### config.mk
export PLATFORM = sky130hd
export DESIGN_NAME = nes_joypad_serializer
export DESIGN_NICKNAME = d
export VERILOG_FILES = /design/src/rtl/nes_joy_pkg.sv /design/src/rtl/joy_turbo_gen.sv /design/src/rtl/nes_joypad_serializer.sv
export SDC_FILE = /design/constraint.sdc
export NUM_CORES = 1
export LEC_CHECK = 0
export ABC_AREA = 1
export CAP_MARGIN = 10
export CORE_MARGIN = 3
export CORE_UTILIZATION = 58
export DETAILED_ROUTE_END_ITERATION = 12
export GPL_TIMING_DRIVEN = 0
export PLACE_DENSITY = 0.8
export REMOVE_ABC_BUFFERS = 1
export SETUP_SLACK_MARGIN = 0.5
export SYNTH_ARGS = -nofsm -noshare
export SYNTH_HDL_FRONTEND = slang
export SYNTH_SLANG_ARGS = --single-unit
### constraint.sdc
create_clock -name clk -period 1.9 [get_ports clk]
set_input_delay 0.285 -clock clk [delete_from_list [all_inputs] [get_ports clk]]
set_output_delay 0.285 -clock clk [all_outputs]
set_load 0.01 [all_outputs]
### src/rtl/nes_joy_pkg.sv
// Shared definitions for the NES joypad serializer: button bit positions
// within the 12-bit controller word and the NES shift-register length.
package nes_joy_pkg;

    // Bit positions in a 12-bit button word (bits 7:0 follow NES read order)
    localparam int BTN_A      = 0;
    localparam int BTN_B      = 1;
    localparam int BTN_SELECT = 2;
    localparam int BTN_START  = 3;
    localparam int BTN_UP     = 4;
    localparam int BTN_DOWN   = 5;
    localparam int BTN_LEFT   = 6;
    localparam int BTN_RIGHT  = 7;
    localparam int BTN_TA     = 8;
    localparam int BTN_TB     = 9;

    // Number of bits the NES reads from one 4021 shift register
    localparam int NES_BITS = 8;

    // Merged button word coming from the controller front-ends
    typedef logic [11:0] joy_btns_t;

endpackage

### src/rtl/joy_turbo_gen.sv
// Turbo (autofire) generator for one joypad port.
// While either turbo button is held, a square wave with half-period
// HP = FREQ/(2*AUTOFIRE_HZ) clk cycles gates the A/B turbo outputs.
// The wave starts in its active phase on the cycle after the press so
// that a tap always fires at least once.
module joy_turbo_gen #(
    parameter int FREQ        = 21_492_000,
    parameter int AUTOFIRE_HZ = 15
) (
    input  logic clk,
    input  logic resetn,
    input  logic btn_a,
    input  logic btn_b,
    output logic turbo_a,
    output logic turbo_b
);

    localparam int HP    = FREQ / (2 * AUTOFIRE_HZ);
    localparam int CNT_W = (HP > 1) ? $clog2(HP) : 1;
    localparam logic [CNT_W-1:0] CNT_LAST = CNT_W'(HP - 1);

    // A half-period below two cycles cannot produce a usable square wave
    if (HP < 2) begin : g_hp_too_small
        $error("joy_turbo_gen: FREQ/(2*AUTOFIRE_HZ) must be at least 2");
    end

    logic             w_held;
    logic [CNT_W-1:0] r_cnt;
    logic             r_phase;
    logic             r_held;
    logic [CNT_W-1:0] w_cnt_nxt;
    logic             w_phase_nxt;

    assign w_held = btn_a | btn_b;

    // Next counter/phase: idle when released, fire at once on a new press,
    // otherwise count out the half-period and toggle the phase on wrap
    always_comb begin
        w_cnt_nxt   = '0;
        w_phase_nxt = 1'b0;
        if (!w_held) begin
            w_cnt_nxt   = '0;
            w_phase_nxt = 1'b0;
        end else if (!r_held) begin
            w_cnt_nxt   = '0;
            w_phase_nxt = 1'b1;
        end else if (r_cnt == CNT_LAST) begin
            w_cnt_nxt   = '0;
            w_phase_nxt = ~r_phase;
        end else begin
            w_cnt_nxt   = r_cnt + 1'b1;
            w_phase_nxt = r_phase;
        end
    end

    // Counter, phase and previous-held registers
    always_ff @(posedge clk or negedge resetn) begin
        if (!resetn) begin
            r_cnt   <= '0;
            r_phase <= 1'b0;
            r_held  <= 1'b0;
        end else begin
            r_cnt   <= w_cnt_nxt;
            r_phase <= w_phase_nxt;
            r_held  <= w_held;
        end
    end

    // Gate with the live buttons so a release stops firing immediately
    assign turbo_a = btn_a & r_phase;
    assign turbo_b = btn_b & r_phase;

endmodule

### src/rtl/nes_joypad_serializer.sv
// Parallel-to-serial bridge between merged controller button words and the
// NES core's joypad data inputs. Each port models a 4021 shift register:
// it tracks the buttons while strobe is high and shifts one bit out per
// falling edge of that port's read clock. Turbo A/B, opposite-direction
// D-pad lockout and a port swap are applied before the load.
module nes_joypad_serializer
    import nes_joy_pkg::*;
#(
    parameter int FREQ         = 21_492_000,
    parameter int AUTOFIRE_HZ  = 15,
    parameter int DPAD_LOCKOUT = 1
) (
    input  logic       clk,
    input  logic       resetn,
    input  joy_btns_t  joy1,
    input  joy_btns_t  joy2,
    input  logic       swap,
    input  logic       strobe,
    input  logic [1:0] joy_clk,
    output logic       data1,
    output logic       data2
);

    // Clear both directions of an impossible UP+DOWN or LEFT+RIGHT pair
    function automatic logic [NES_BITS-1:0] f_lockout(input logic [NES_BITS-1:0] b);
        logic [NES_BITS-1:0] m;
        m = b;
        if (b[BTN_UP] && b[BTN_DOWN]) begin
            m[BTN_UP]   = 1'b0;
            m[BTN_DOWN] = 1'b0;
        end
        if (b[BTN_LEFT] && b[BTN_RIGHT]) begin
            m[BTN_LEFT]  = 1'b0;
            m[BTN_RIGHT] = 1'b0;
        end
        return m;
    endfunction

    joy_btns_t           w_src [2];
    logic [1:0]          w_turbo_a;
    logic [1:0]          w_turbo_b;
    logic [1:0]          w_fall;
    logic [NES_BITS-1:0] w_dpad [2];
    logic [NES_BITS-1:0] w_load [2];
    logic [1:0]          r_last_clk;
    logic [NES_BITS-1:0] r_sreg [2];
    logic                w_unused;

    // Port source selection; swap only matters when the value is captured
    assign w_src[0] = swap ? joy2 : joy1;
    assign w_src[1] = swap ? joy1 : joy2;

    // Bits 11:10 of the button words carry nothing for the NES
    assign w_unused = ^{w_src[0][11:10], w_src[1][11:10]};

    // One turbo generator per port, driven by the post-swap turbo buttons
    for (genvar p = 0; p < 2; p++) begin : g_port
        joy_turbo_gen #(
            .FREQ        (FREQ),
            .AUTOFIRE_HZ (AUTOFIRE_HZ)
        ) u_turbo (
            .clk     (clk),
            .resetn  (resetn),
            .btn_a   (w_src[p][BTN_TA]),
            .btn_b   (w_src[p][BTN_TB]),
            .turbo_a (w_turbo_a[p]),
            .turbo_b (w_turbo_b[p])
        );
    end

    // Build the parallel load value: lockout on the D-pad, turbo ORed into A/B
    always_comb begin
        for (int p = 0; p < 2; p++) begin
            w_dpad[p] = (DPAD_LOCKOUT != 0) ? f_lockout(w_src[p][NES_BITS-1:0])
                                            : w_src[p][NES_BITS-1:0];
            w_load[p] = {w_dpad[p][BTN_RIGHT],
                         w_dpad[p][BTN_LEFT],
                         w_dpad[p][BTN_DOWN],
                         w_dpad[p][BTN_UP],
                         w_dpad[p][BTN_START],
                         w_dpad[p][BTN_SELECT],
                         w_dpad[p][BTN_B] | w_turbo_b[p],
                         w_dpad[p][BTN_A] | w_turbo_a[p]};
        end
    end

    // Remember the previous read-clock level for falling-edge detection
    always_ff @(posedge clk or negedge resetn) begin
        if (!resetn) begin
            r_last_clk <= 2'b00;
        end else begin
            r_last_clk <= joy_clk;
        end
    end

    assign w_fall = r_last_clk & ~joy_clk;

    // Shift registers: strobe loads (and overrides a coincident shift),
    // a falling read clock shifts toward bit 0 and fills with ones
    always_ff @(posedge clk or negedge resetn) begin
        if (!resetn) begin
            for (int p = 0; p < 2; p++) begin
                r_sreg[p] <= '1;
            end
        end else begin
            for (int p = 0; p < 2; p++) begin
                if (strobe) begin
                    r_sreg[p] <= w_load[p];
                end else if (w_fall[p]) begin
                    r_sreg[p] <= {1'b1, r_sreg[p][NES_BITS-1:1]};
                end
            end
        end
    end

    assign data1 = r_sreg[0][0];
    assign data2 = r_sreg[1][0];

endmodule

* Yosys cells after proc, flatten, opt, wreduce, memory -nomap -nowiden
Cells that the tools add are included.
** Storage, ports and cells
- Register bits after elaboration :: 62
- Bits in latches :: 0
- Bits in writable memories :: 0
- ROM bits :: 0
- Output and inout bits :: 2
- Logic and storage cells :: 57
- Memories kept :: 0
** Cells by class
- Add/sub/neg operators :: 2
- Multiply operators :: 0
- Divide/modulo/power cells :: 0
- Order comparisons :: 0
- Equality and inequality tests :: 4
- Shift-type cells :: 0
- Muxes and demuxes :: 22
- Bitwise operators :: 14
- Reductions and logical operators :: 6
** Operators with widths (count)
- $mux W20 :: 6
- $add A20 B1 Y20 const B :: 2
- $eq A20 B20 Y1 const B :: 2
- $mux W8 :: 4
- $mux W10 :: 2
- $mux W2 :: 4
- $mux W1 :: 6
- $ne A3 B3 Y1 const B :: 2
- $or A1 B1 Y1 :: 6
- $and A1 B1 Y1 :: 4
- $logic_and A1 B1 Y1 :: 4
- $reduce_bool A2 Y1 :: 2
- $and A2 B2 Y2 :: 1
- $not A1 Y1 :: 2
- $not A2 Y2 :: 1

* Logic depth before layout (Yosys ltp)
Gate-level depths: netlist of the first run.
- Word-level depth :: 4
- Mapped depth :: 9
- Depth with buffers taken out :: 9

* By module
Synthesis of the first run repeated with hierarchy kept, for this count alone.
** Unflattened totals
- Cells, all modules :: 507
- Area total of the unflattened synthesis :: 3595.9 um^2
** Modules (own cells, without submodules)
- joy_turbo_gen :: instances 2, cells each 169, area each 1236.2 um^2
- nes_joypad_serializer :: instances 1, cells each 169, area each 1123.6 um^2

* Worst setup path after synthesis of the first run
No wires, ideal clock.
- Path type :: register to register
- From :: register g_port[0].u_turbo.r_cnt[0]
- To :: register g_port[0].u_turbo.r_cnt[15]
- Arrival time :: 1.281 ns
- Data required time :: 1.781 ns
- Slack :: 0.500 ns
- Stages on the path, launching flop included :: 8
- Path buffers :: 1
- Clock period less this slack :: 1.400 ns
- Path through :: dfrtp_1 ha_1 nand2_1 nor2_4 nand3_1 o21ai_4 buf_8 nor2_2
** Between the ends
- Longest elaborated chain between the ends :: 4
- Elaborated cells between the ends (all ways) :: 5
** Ends and longest elaborated chain
- start: declaration :: line joy_turbo_gen.sv:28 : logic [CNT_W-1:0] r_cnt;
- start signal: assignment :: line joy_turbo_gen.sv:63 : r_cnt <= w_cnt_nxt;
- $add A20 B1 Y20 or $eq A20 B20 Y1 (tied branches) :: line joy_turbo_gen.sv:51, joy_turbo_gen.sv:47
- $mux W20 * :: line joy_turbo_gen.sv:47 : end else if (r_cnt == CNT_LAST) begin
- $mux W20 * :: line joy_turbo_gen.sv:44 : end else if (!r_held) begin
- $mux W20 * :: line joy_turbo_gen.sv:41 : if (!w_held) begin
- net g_port[0].u_turbo.w_cnt_nxt[15] :: line joy_turbo_gen.sv:31 : logic [CNT_W-1:0] w_cnt_nxt;
The timed path passes the listed nets; every way through them passes the cells marked *.
A chain may end at the register's enable or synchronous reset.

* Final worst setup path of the first run
- From :: register g_port[0].u_turbo.r_cnt[1]
- To :: register g_port[0].u_turbo.r_cnt[10]
The elaborated chain is that of the path after synthesis.

==> impl_metrics.ini, run 1 <==
[worst_setup_path]
worstSetupStartpointType = register
endpoint_kind = register
critical_path_class = register to register
cp_data_required_time_ns = 2.13
largest_fanout_of_any_net_on_the_critical_path = 12
critPathArrivalTime_ns = 1.68

[synth]
ys_seq_area_share_pct = 43.5
netlist_area_um2 = 3610
synthDistinctLibCells = 37
post_synth.cell_area_avg_um2 = 7.78
synth_seq_cells = 62
netlist_instances = 464
yosysWarningCount = 0

[detailed_routing]
remaining_drc_errors = 0
drtAntennaViolNets = 0
routed_via_density = 5.37
initialDrtViolationCount = 149
drt-wirelength-per-cell_um = 14.1
dr.pass1.iters = 5
dr_total_vias = 3167
postRouteWirelength_um = 8340

[final_layout]
final_layout_size_suffix_gt1_share_pct = 24.5
finish.utilization_pct = 72.7
mostFrequentLayoutCell = sky130_fd_sc_hd__nand2_1
n_antenna_cell = 0
design.final.nets = 542
syn_to_final_growth_pct = 20.6
instances_no_fill = 590
postLayoutCellArea_um2 = 4360
commonest_cells_after_routing_fill_and_taps_aside = sky130_fd_sc_hd__nand2_1, sky130_fd_sc_hd__nor2_1, sky130_fd_sc_hd__inv_1

[sta]
timing.final.ws_setup_ns = 0.449
drv_slew = 0
final.setup_skew_ns = 0.0105
hold_slack_ns = 0.406
worst_slew_margin_rel_pct = 67.7
period_share_pct = 76.4
timing.final.crit_period_ns = 1.45
grt_setup_unrepaired = true
achievable-frequency_mhz = 689
tightestPinTransition_ns = 0.484
finalHoldViolations = 0
count_of_final_setup_violators = 0

[cts]
cts.path.max_buffers = 2
clock_buffer_count_from_cts = 9
clkSlewWorstSetupHoldPaths_ns = 0.07
cts.htree.levels = 3
cts_tree = yes
root_buf_cell = sky130_fd_sc_hd__clkbuf_8
clk_latency_ns = 0.35
clock_sinks = 62

[die]
design.die.area_um2 = 7210
num_io_pins = 32
starting_density_pct = 60.3
floorplan.die.height_um = 84.9
floorplan.rows = 28
floorplan.die.width_um = 84.9
placeableCoreArea_um2 = 5990

[global_routing]
gr-usage-all-layers_pct = 24.5
grt_start_max_net_pins = 43
grt_pass1_vias = 3029
global_route_wire_length_before_repair_um = 13900
grt_antenna_before_repair = 0
grt.overflow.total = 0

[placement]
detailedPlace.worstSlack_ns = -0.583
numPlacedInstances = 559
finalWeightedCongestion = 0.904
place.port_buffers = 27
post_dp_cell_area_um2 = 3920
dp_hpwl_um = 5540

[power]
static-leakage-power_nw = 1.88
power_per_cell_area_nw_per_um2 = 748
power.ir.vdd_worst_uv = 533

[flow_run]
max_cap_viol_count = 0

[min_path]
worstHoldPathType = input pin to register

[outcome]
status = finished, final reports clean
Yosys cell counts:
cell type                    n  area (µm²)
sky130_fd_sc_hd__a22oi_1     1        7.51
sky130_fd_sc_hd__nand3_4     1        17.5
sky130_fd_sc_hd__a21oi_1    15        75.1
sky130_fd_sc_hd__ha_1        2        25.0
sky130_fd_sc_hd__nor4_1      1        6.26
sky130_fd_sc_hd__nor3_1      1        5.00
sky130_fd_sc_hd__nand2_1   118         443
sky130_fd_sc_hd__nand4_1     7        43.8
sky130_fd_sc_hd__nand3_1    25         125
sky130_fd_sc_hd__nand3_2     2        20.0
sky130_fd_sc_hd__dfrtp_1    46        1150
sky130_fd_sc_hd__inv_4       1        6.26
sky130_fd_sc_hd__a31oi_1     3        18.8
sky130_fd_sc_hd__o21ai_4     2        32.5
sky130_fd_sc_hd__or2_2       2        12.5
sky130_fd_sc_hd__inv_1      45         169
sky130_fd_sc_hd__xnor2_1    10        87.6
sky130_fd_sc_hd__clkbuf_1    1        3.75
sky130_fd_sc_hd__o211ai_1    2        15.0
sky130_fd_sc_hd__buf_6       2        22.5
sky130_fd_sc_hd__nand2_2    10        62.6
sky130_fd_sc_hd__o22ai_1     2        12.5
sky130_fd_sc_hd__buf_2       2        10.0
sky130_fd_sc_hd__nand2_4     1        11.3
sky130_fd_sc_hd__buf_4       1        7.51
sky130_fd_sc_hd__o21ai_0    27         135
sky130_fd_sc_hd__xor2_1     13         114
sky130_fd_sc_hd__clkinv_1    1        3.75
sky130_fd_sc_hd__a21oi_4     1        16.3
sky130_fd_sc_hd__dfstp_2    16         420
sky130_fd_sc_hd__nor2_1     66         248
sky130_fd_sc_hd__nand3b_1    1        7.51
sky130_fd_sc_hd__buf_8       2        30.0
sky130_fd_sc_hd__nor2_4      7        78.8
sky130_fd_sc_hd__nor3_2      1        10.0
sky130_fd_sc_hd__inv_2       2        7.51
sky130_fd_sc_hd__nor2_2     24         150
worst max-delay path, cell delays in order, from the launching register on:
cell                      delay (ns)
sky130_fd_sc_hd__dfrtp_1        0.38
sky130_fd_sc_hd__ha_2           0.21
sky130_fd_sc_hd__nand2_2        0.08
sky130_fd_sc_hd__nor2_4         0.16
sky130_fd_sc_hd__nand3_2        0.11
sky130_fd_sc_hd__o21ai_4        0.18
sky130_fd_sc_hd__buf_12         0.16
sky130_fd_sc_hd__nor2_1         0.05
layer usage:
layer  GRT usage, %  part of all wire [%]  vias up  wire length (µm)
li1               -                     -     1569                 -
met1           31.0                    44     1507              3630
met2           40.9                    51       73              4230
met3           4.85                   3.7       18               305
met4           10.4                   2.1        0               173
met5              0                     0        -                 0
per-stage QoR:
step	TNS, ns	power (mW)
after CTS	0	3.25
after global placement	-91.56	1.98
after detailed placement	-24.14	2.02
after floorplan	0	1.82
after global routing	0	3.41
final	0	3.26
power by group:
group | total (mW) | leakage (nW) | switching [mW] | internal [mW]
Combinational | 0.529 | 0.998 | 0.296 | 0.233
Sequential | 1.55 | 0.784 | 0.0926 | 1.46
Clock | 1.18 | 0.0955 | 0.536 | 0.641
cells by family after synthesis:
logic type / share of synthesized area [%]
flops: 43.5
compound gates: 8.66
simple gates: 34.4
buf+inv: 7.20
fa+ha+maj: 0.693
xor+xnor: 5.58
state kept, by name (all words and copies together), names as in the netlist:
signal                  flops
g_port.u_turbo.r_held       2
data1                       1
g_port.u_turbo.r_phase      2
g_port.u_turbo.r_cnt       40
r_sreg                     14
data2                       1
r_last_clk                  2
what timing repair did:
item                                   in CTS  in global routing
hold buffers                                1                  0
setup endpoints to repair                  62                 50
buffers inserted                            8                  5
gates cloned                                1                  0
pin swaps                                   5                 16
endpoints found under the hold margin      12                  0
gates resized for setup                    26                 25
layout make-up:
class | instances | area, µm²
Clock inverter | 5 | 58.8
Multi-Input combinational cell | 346 | 1900
Sequential cell | 62 | 1580
Clock buffer | 11 | 141
Fill cell | 459 | 1640
Tap cell | 75 | 93.8
Inverter | 49 | 196
Timing Repair Buffer | 42 | 388
path summary, 6_finish.rpt:
check	from	endpoint	slack [ns]	cells after the start
setup / recovery	g_port[0].u_turbo.r_cnt[1]	g_port[0].u_turbo.r_cnt[10]	0.45	7
hold / removal	joy_clk[0]	r_last_clk[0]	0.41	1
setup reg to reg	g_port[0].u_turbo.r_cnt[1]	g_port[0].u_turbo.r_cnt[10]	0.45	7
hold reg to reg	r_sreg[15]	r_sreg[15]	0.46	2
max in group asynchronous	resetn	r_sreg[11]	0.82	3
min in group asynchronous	resetn	g_port[1].u_turbo.r_cnt[14]	0.42	2
Power figures use the tool's default switching activity.
==> run 2: changes to the inputs <==
==> constraint.sdc (replaced) <==
create_clock -name clk -period 1.5 [get_ports clk]
set_input_delay 0.225 -clock clk [delete_from_list [all_inputs] [get_ports clk]]
set_output_delay 0.225 -clock clk [all_outputs]
set_load 0.01 [all_outputs]
==> impl_metrics.ini, run 2 (synthesis results as in run 1) <==
[worst_setup_path]
critical_path.reg2reg.endpoint = g_port[0].u_turbo.r_cnt[10]
endpoint_kind = register
timing.reg2reg.setup_slack_ns = 0.02
largest_fanout_of_any_net_on_the_critical_path = 12
critPathArrivalTime_ns = 1.72
cp_data_required_time_ns = 1.74
critical_path_class = register to register
worstSetupStartpointType = register
reg2regPathDepth = 7
r2r_start = g_port[0].u_turbo.r_cnt[1]

[placement]
finalWeightedCongestion = 0.904
dp_hpwl_um = 5540
place.port_buffers = 27

[power]
static-leakage-power_nw = 2.00
power.ir.vdd_worst_uv = 699
power_per_cell_area_nw_per_um2 = 927
p_total_mw = 4.26

[cts]
cts.htree.levels = 3
clkSlewWorstSetupHoldPaths_ns = 0.07
root_buf_cell = sky130_fd_sc_hd__clkbuf_8
cts_tree = yes
clock_sinks = 62
cts.path.max_buffers = 2
clk_latency_ns = 0.35
clock_buffer_count_from_cts = 9

[sta]
finalHoldViolations = 12
final.setup_skew_ns = 0.00746
hold_slack_ns = -0.171
grt_setup_unrepaired = true
count_of_final_setup_violators = 0
drv_slew = 0
achievable-frequency_mhz = 674
period_share_pct = 99.0
timing.final.crit_period_ns = 1.48
tightestPinTransition_ns = 0.486
worst_slew_margin_rel_pct = 67.6

[die]
placeableCoreArea_um2 = 5990
design.die.area_um2 = 7210
num_io_pins = 32
starting_density_pct = 60.3
floorplan.rows = 28
floorplan.die.width_um = 84.9
floorplan.die.height_um = 84.9

[global_routing]
global_route_wire_length_before_repair_um = 14200
gr-usage-all-layers_pct = 25.0
grt.overflow.total = 0
grt_start_max_net_pins = 43
grt_pass1_vias = 3085
grt_antenna_before_repair = 0

[detailed_routing]
postRouteWirelength_um = 9010
dr_total_vias = 3269
dr.pass1.iters = 5
initialDrtViolationCount = 176
remaining_drc_errors = 0
drt-wirelength-per-cell_um = 15.0
routed_via_density = 5.46
drtAntennaViolNets = 0

[final_layout]
finish.utilization_pct = 76.7
largest_reg_flops = 40
design.final.nets = 551
mostFrequentLayoutCell = sky130_fd_sc_hd__nand2_1
final_layout_size_suffix_gt1_share_pct = 30.9
top_register = g_port.u_turbo.r_cnt
syn_to_final_growth_pct = 27.2
commonest_cells_after_routing_fill_and_taps_aside = sky130_fd_sc_hd__nand2_1, sky130_fd_sc_hd__nor2_1, sky130_fd_sc_hd__dfrtp_1
largest_registers = g_port.u_turbo.r_cnt (40), r_sreg (14)
n_antenna_cell = 0

[flow_run]
max_cap_viol_count = 0

[min_path]
worstHoldPathType = input pin to asynchronous set/reset pin

[outcome]
status = complete, but fails checks
failing_checks = negative hold slack
run 2: timing repair:
item                                    CTS  global route
cloned                                    2             0
resized for setup                        59            59
endpoints found under the setup margin   62            58
buffers inserted                         13             9
hold endpoints to repair                 12            12
pin swaps                                15            23
run 2: area by class of cell:
class	instances	area [µm²]
fillers	421	1400
clock inverters	5	58.8
clock buffers	11	141
repair inverters	1	5.00
flip-flops and latches	62	1580
inverters	49	194
multi-input cells	346	2030
well taps	75	93.8
repair buffers	50	495
run 2: how the worst max path moves through the flow:
stage | depth (start not counted) | slack [ns] | start | to
global route | 9 | -0.08 | g_port[0].u_turbo.r_cnt[1] | g_port[0].u_turbo.r_cnt[18]
floorplan | 6 | 0.02 | g_port[0].u_turbo.r_cnt[0] | g_port[0].u_turbo.r_cnt[10]
global placement | 1 | -1.65 | resetn | g_port[0].u_turbo.r_cnt[18]
CTS | 7 | 0.1 | g_port[0].u_turbo.r_cnt[1] | g_port[0].u_turbo.r_cnt[10]
finish | 7 | 0.02 | g_port[0].u_turbo.r_cnt[1] | g_port[0].u_turbo.r_cnt[10]
detailed placement | 5 | -0.92 | strobe | r_sreg[12]
run 2: routing by layer:
layer  share of wire [%]  track usage (%)  vias up  wire length, µm
met5                   0                0        -                0
met4                 2.1             8.92        0              193
met3                 4.3             6.12       23              392
met2                  51             42.1       98             4620
met1                  42             31.4     1565             3810
li1                    -                -     1583                -
run 2: report_power, final:
part | leakage (nW) | internal, mW | switching, mW
Combinational | 1.12 | 0.362 | 0.429
Sequential | 0.784 | 1.85 | 0.120
Clock | 0.0955 | 0.813 | 0.689
Total | 2.00 | 3.02 | 1.24
run 2: critical path: stages, from the launching register on:
cell                      delay, ns
sky130_fd_sc_hd__dfrtp_1       0.38
sky130_fd_sc_hd__ha_2          0.20
sky130_fd_sc_hd__nand2_2       0.07
sky130_fd_sc_hd__nor2_4        0.20
sky130_fd_sc_hd__nand3_4       0.11
sky130_fd_sc_hd__o21ai_4       0.18
sky130_fd_sc_hd__buf_12        0.17
sky130_fd_sc_hd__nor2_1        0.06
run 2: through the flow:
stage	setup TNS, ns	setup slack, ns	std cells	hold slack [ns]	area [µm²]
after floorplan	0	0.0245	456	-0.0706	3540
after global placement	-133.00	-1.65	558	0.446	3900
after detailed placement	-44.54	-0.923	559	0.209	3920
after CTS	0	0.0961	590	-0.171	4360
after global routing	-0.746	-0.0776	599	-0.150	4600
final	0	0.0155	599	-0.171	4600
